## src/rtl/fifo_arb_pkg.sv

```systemverilog
`default_nettype none
// ============================================================================
// Module   : fifo_arb_pkg
// Purpose  : Shared FSM encoding and sizing helpers for the FIFO port arbiters
// Revision : 1.0 - initial release
// ============================================================================
package fifo_arb_pkg;

    localparam int C_BEAT_W = 4;

    typedef logic [0:0] arb_state_t;
    localparam arb_state_t ST_IDLE  = 1'b0;
    localparam arb_state_t ST_BURST = 1'b1;

    // Owner index width; never narrower than one bit, even for two producers.
    function automatic int id_width(input int n);
        return (n <= 2) ? 1 : $clog2(n);
    endfunction

endpackage
`default_nettype wire

```

## src/rtl/fifo_wr_arbiter_rr_pick.sv

```systemverilog
`default_nettype none
// ============================================================================
// Module   : rr_pick
// Purpose  : Combinational round-robin picker, searching upward from last+1
// Revision : 1.0 - initial release
// ============================================================================
module rr_pick #(
    parameter int NUM_REQ = 4,
    parameter int ID_W    = 2
) (
    input  logic [NUM_REQ-1:0] req,
    input  logic [ID_W-1:0]    last_owner,
    output logic [ID_W-1:0]    winner,
    output logic               any_req
);

    int                w_idx;
    logic [ID_W-1:0]   w_sel;

    // Walk from the farthest candidate back to the nearest so the nearest wins.
    always_comb begin
        winner  = '0;
        any_req = |req;
        w_idx   = 0;
        w_sel   = '0;
        for (int k = NUM_REQ; k >= 1; k--) begin
            w_idx = (int'(last_owner) + k) % NUM_REQ;
            w_sel = ID_W'(w_idx);
            if (req[w_sel]) begin
                winner = w_sel;
            end
        end
    end

endmodule
`default_nettype wire

```

## src/rtl/fifo_wr_arbiter.sv

```systemverilog
`default_nettype none
// ============================================================================
// Module   : fifo_wr_arbiter
// Purpose  : Burst-based round-robin arbiter sharing one FIFO write port
// Revision : 1.0 - initial release
// ============================================================================
module fifo_wr_arbiter
    import fifo_arb_pkg::*;
#(
    parameter  int NUM_REQ   = 4,
    parameter  int DATA_W    = 8,
    parameter  int MAX_BURST = 4,
    localparam int ID_W      = id_width(NUM_REQ)
) (
    input  logic                      clk,
    input  logic                      reset,
    input  logic [NUM_REQ-1:0]        req,
    input  logic [NUM_REQ*DATA_W-1:0] din_flat,
    output logic [NUM_REQ-1:0]        gnt,
    input  logic                      fifo_full,
    output logic                      fifo_wr_en,
    output logic [DATA_W-1:0]         fifo_din,
    output logic [ID_W-1:0]           owner_id,
    output logic                      busy
);

    localparam logic [ID_W-1:0]     C_LAST_INIT = ID_W'(NUM_REQ - 1);
    localparam logic [C_BEAT_W-1:0] C_MAX_BEAT  = C_BEAT_W'(MAX_BURST);

    arb_state_t            state_q, state_d;
    logic [ID_W-1:0]       owner_q, owner_d;
    logic [ID_W-1:0]       last_owner_q, last_owner_d;
    logic [C_BEAT_W-1:0]   beat_cnt_q, beat_cnt_d;

    logic [ID_W-1:0]       w_winner;
    logic                  w_any_req;
    logic                  w_accept;
    logic [C_BEAT_W-1:0]   w_beat_next;
    logic [DATA_W-1:0]     w_slice [NUM_REQ];

    for (genvar g = 0; g < NUM_REQ; g++) begin : g_slice
        assign w_slice[g] = din_flat[g*DATA_W +: DATA_W];
    end

    rr_pick #(
        .NUM_REQ (NUM_REQ),
        .ID_W    (ID_W)
    ) u_pick (
        .req        (req),
        .last_owner (last_owner_q),
        .winner     (w_winner),
        .any_req    (w_any_req)
    );

    // Reset gates the beat so nothing is written in a cycle being reset.
    assign w_accept    = (state_q == ST_BURST) && req[owner_q] && !fifo_full && !reset;
    assign w_beat_next = beat_cnt_q + C_BEAT_W'(1);

    always_comb begin
        gnt = '0;
        if (w_accept) begin
            gnt[owner_q] = 1'b1;
        end
    end

    assign fifo_wr_en = w_accept;
    assign fifo_din   = w_accept ? w_slice[owner_q] : '0;
    assign owner_id   = owner_q;
    assign busy       = (state_q == ST_BURST);

    always_comb begin
        state_d      = state_q;
        owner_d      = owner_q;
        last_owner_d = last_owner_q;
        beat_cnt_d   = beat_cnt_q;
        case (state_q)
            ST_IDLE: begin
                if (w_any_req) begin
                    owner_d    = w_winner;
                    beat_cnt_d = '0;
                    state_d    = ST_BURST;
                end
            end
            ST_BURST: begin
                if (w_accept) begin
                    beat_cnt_d = w_beat_next;
                    if (w_beat_next == C_MAX_BEAT) begin
                        state_d      = ST_IDLE;
                        last_owner_d = owner_q;
                    end
                end else if (!req[owner_q]) begin
                    state_d      = ST_IDLE;
                    last_owner_d = owner_q;
                end
            end
            default: state_d = ST_IDLE;
        endcase
    end

    always_ff @(posedge clk) begin
        if (reset) begin
            state_q      <= ST_IDLE;
            owner_q      <= '0;
            last_owner_q <= C_LAST_INIT;
            beat_cnt_q   <= '0;
        end else begin
            state_q      <= state_d;
            owner_q      <= owner_d;
            last_owner_q <= last_owner_d;
            beat_cnt_q   <= beat_cnt_d;
        end
    end

endmodule
`default_nettype wire

```

## config.mk

```make
export PLATFORM = sky130hd
export DESIGN_NAME = fifo_wr_arbiter
export DESIGN_NICKNAME = d
export VERILOG_FILES = /design/src/rtl/fifo_arb_pkg.sv /design/src/rtl/fifo_wr_arbiter_rr_pick.sv /design/src/rtl/fifo_wr_arbiter.sv
export SDC_FILE = /design/constraint.sdc
export NUM_CORES = 1
export LEC_CHECK = 0
export BUFFER_PORTS_ARGS = -buffer_cell sky130_fd_sc_hd__buf_4
export CAP_MARGIN = 15
export CORE_MARGIN = 10
export CORE_UTILIZATION = 40
export CTS_CLUSTER_SIZE = 25
export DETAILED_ROUTE_END_ITERATION = 7
export HOLD_SLACK_MARGIN = 0.12
export PLACE_DENSITY = 0.87
export SLEW_MARGIN = 15
export SYNTH_ARGS = -nofsm -noshare
export SYNTH_HDL_FRONTEND = slang
export SYNTH_SLANG_ARGS = --single-unit
```

## constraint.sdc

```tcl
create_clock -name clk -period 1.8 [get_ports clk]
set_input_delay 0.27 -clock clk [delete_from_list [all_inputs] [get_ports clk]]
set_output_delay 0.27 -clock clk [all_outputs]
set_load 0.05 [all_outputs]
```

==> impl_metrics.ini <==
[status]
status = finished with violations
violations = setup timing

[sta]
maxClockFrequency_mhz = 508
holdWs_ns = 0.248
rsz0062_at_grt = true
fin_skew_ns = 0.000166
setup_ws_ns = -0.167
hold_viol_final = 0
timing.final.crit_share = 1.09
fin_crit_ns = 1.97
worst_pin_slew_ns = 0.328
setup-violations-final = 9
final_max_slew_viol_count = 0
fin_tns_setup_ns = -1.18
max-slew-margin-rel = 0.782

[global_routing]
grt_antenna_before_repair = 0
grt_pass1_wl_um = 6300
grt_pass1_vias = 1127
grt_start_max_net_pins = 15
grt_usage = 0.188
grt_overflow_total = 0

[floorplanning]
ioPinCount = 55
start_util = 0.416
die_h_um = 64.7
design.core.area_um2 = 1920
dieArea_um2 = 4190
die_x_um = 64.7
core.rowCount = 16

[yosys]
ys_types = 30
avgSynthCellArea_um2 = 8.79
synth_nets = 131
async_reset_ff_frac = 0
synth-edff-count = 0
yosysMostFrequentCell = nand2_1
yosys_register_bits = 9
syn_area_um2 = 800
synth_top_area_cell = dfxtp_1
synthesis.yosys.warnings = 0
ys.flop_type = dfxtp_1
ys_seq_area_frac = 0.225
synthTopCellsByArea = dfxtp_1 23%, mux4_2 23%, and3_1 6.3%
syn-instance-count = 91
synth_common_cells = 10 x nand2_1, 9 x dfxtp_1, 8 x and3_1, 8 x mux4_2, 7 x nand3_1
yosys.area.top_type_share = 0.225

[placed_design]
hpwl_um = 2620
place.gp.congestion = 0.837
port_buffers = 54
placed_cell_area_um2 = 1360
dp_cells = 174

[route]
drc = 0
routed_wl_um = 4560
wl_per_cell_um = 24.7
vias = 1145
dr.pass1.iters = 4
drt_iter0_drc = 81
viasPerCell = 6.19
postRouteAntennaNets = 0

[cells_and_area]
final_cell_area_um2 = 1570
instances_no_fill = 185
areaGrowthSynthToFinish_pct = 95.9
diodes = 0
fill_cells = 119
drive_above_1_share = 0.633
nets = 199

[cts]
clk_pin_slew_ns = 0.06
cts_made_buffers = 3
cts_max_level = 1
postCtsHoldBufs = 0
clockRootBuffer = clkbuf_4
cts_tree = done
cts_buffer_depth = 2
clk_latency_ns = 0.27
numClockSinks = 9

[setup_path]
criticalPathCategory = reg -> out
cp_max_fo = 5
critPathRequiredTime_ns = 1.53
endpoint_kind = primary output
cp.arrival_ns = 1.70
cp-start-kind = register

[power]
p_per_area_nw_per_um2 = 530
p_leak_nw = 0.677
peakVddDrop_mv = 0.549

[worst_hold_path]
worst_hold_path_type = in -> reg

[run]
drv_cap = 0
[per-layer routing]
metal  GRT usage  up-vias  wire length [um]
li1            -      488                 -
met1       0.224      555              1930
met2       0.315       92              2090
met3      0.0687       10               469
met4      0.0401        0                72
met5           0        -                 0
[cell usage in the layout (no fill, tap or decap), drive strengths merged]
cell	synthesis	routed
nor2	6	6
nand2	11	11
o21ai	2	2
nor2b	1	1
clkbuf	1	4
nor3b	1	1
a21boi	1	1
and3	8	8
inv	5	4
or3	1	1
ha	1	1
nand3b	3	3
mux2i	1	1
mux4	9	10
clkinvlp	0	1
o211ai	1	1
dfxtp	9	9
o22ai	2	2
buf	4	67
o221ai	1	1
a31oi	2	2
o21a	2	2
nor4b	1	1
nand3	7	7
nor4	1	1
a21oi	6	6
a21o	2	2
nor3	2	2
[power breakdown]
group,leakage (nW),total [mW],switching (mW),internal [mW]
registers,0.0755,0.247,0.0330,0.214
clock network,0.0150,0.162,0.0766,0.0858
logic,0.586,0.421,0.201,0.219
[cell families after synthesis]
family | synth area share
AND/OR/NAND/NOR | 0.288
AO/OA/AOI/OAI | 0.149
buffers and inverters | 0.0516
multiplexers | 0.271
flip-flops | 0.225
adder cells (fa/ha/maj) | 0.0156
[critical path: stages, from the launching register on]
cell and delay, ns:
dfxtp_4 0.41, buf_12 0.12, mux4_2 0.56, and3_4 0.19
buf_6 0.15
[registers in the layout, indices dropped and copies added, names as in the netlist]
name	cells
busy	1
last_owner_q	2
beat_cnt_q	4
owner_id	2
[area by class of cell]
cell class | count | area [um2] | share of cell area
tap | 27 | 33.8 | 0.0216
multi-input combinational | 73 | 693 | 0.442
sequential | 9 | 191 | 0.122
clock buffer | 4 | 26.3 | 0.0168
timing repair buffer | 67 | 599 | 0.383
inverter | 5 | 22.5 | 0.0144
[final timing paths]
path | from | endpoint | slack (ns) | depth (start not counted)
max | owner_id[0] | fifo_din[4] | -0.17 | 4
min | reset | owner_id[1] | 0.25 | 2
max reg2reg | owner_id[0] | last_owner_q[1] | 0.07 | 5
min reg2reg | beat_cnt_q[1] | beat_cnt_q[1] | 0.49 | 2
[metrics by stage]
| stage | util | setup WS [ns] | power (mW) |
|---|---|---|---|
| after floorplan | - | 0.00993 | 0.435 |
| after global placement | 0.705 | 0.0370 | 0.559 |
| after detailed placement | 0.705 | -0.00193 | 0.569 |
| after CTS | 0.805 | -0.106 | 0.785 |
| after global routing | 0.815 | -0.199 | 0.855 |
| final | 0.815 | -0.167 | 0.830 |
[what timing repair did]
item / 4_1_cts / 5_1_grt
pin swaps: 8 / 5
endpoints found under the setup margin: 9 / 12
resized for setup: 28 / 5
gates cloned: 1 / 0
buffers inserted: 6 / 0
Note: power is estimated with default switching activity, not from simulation.
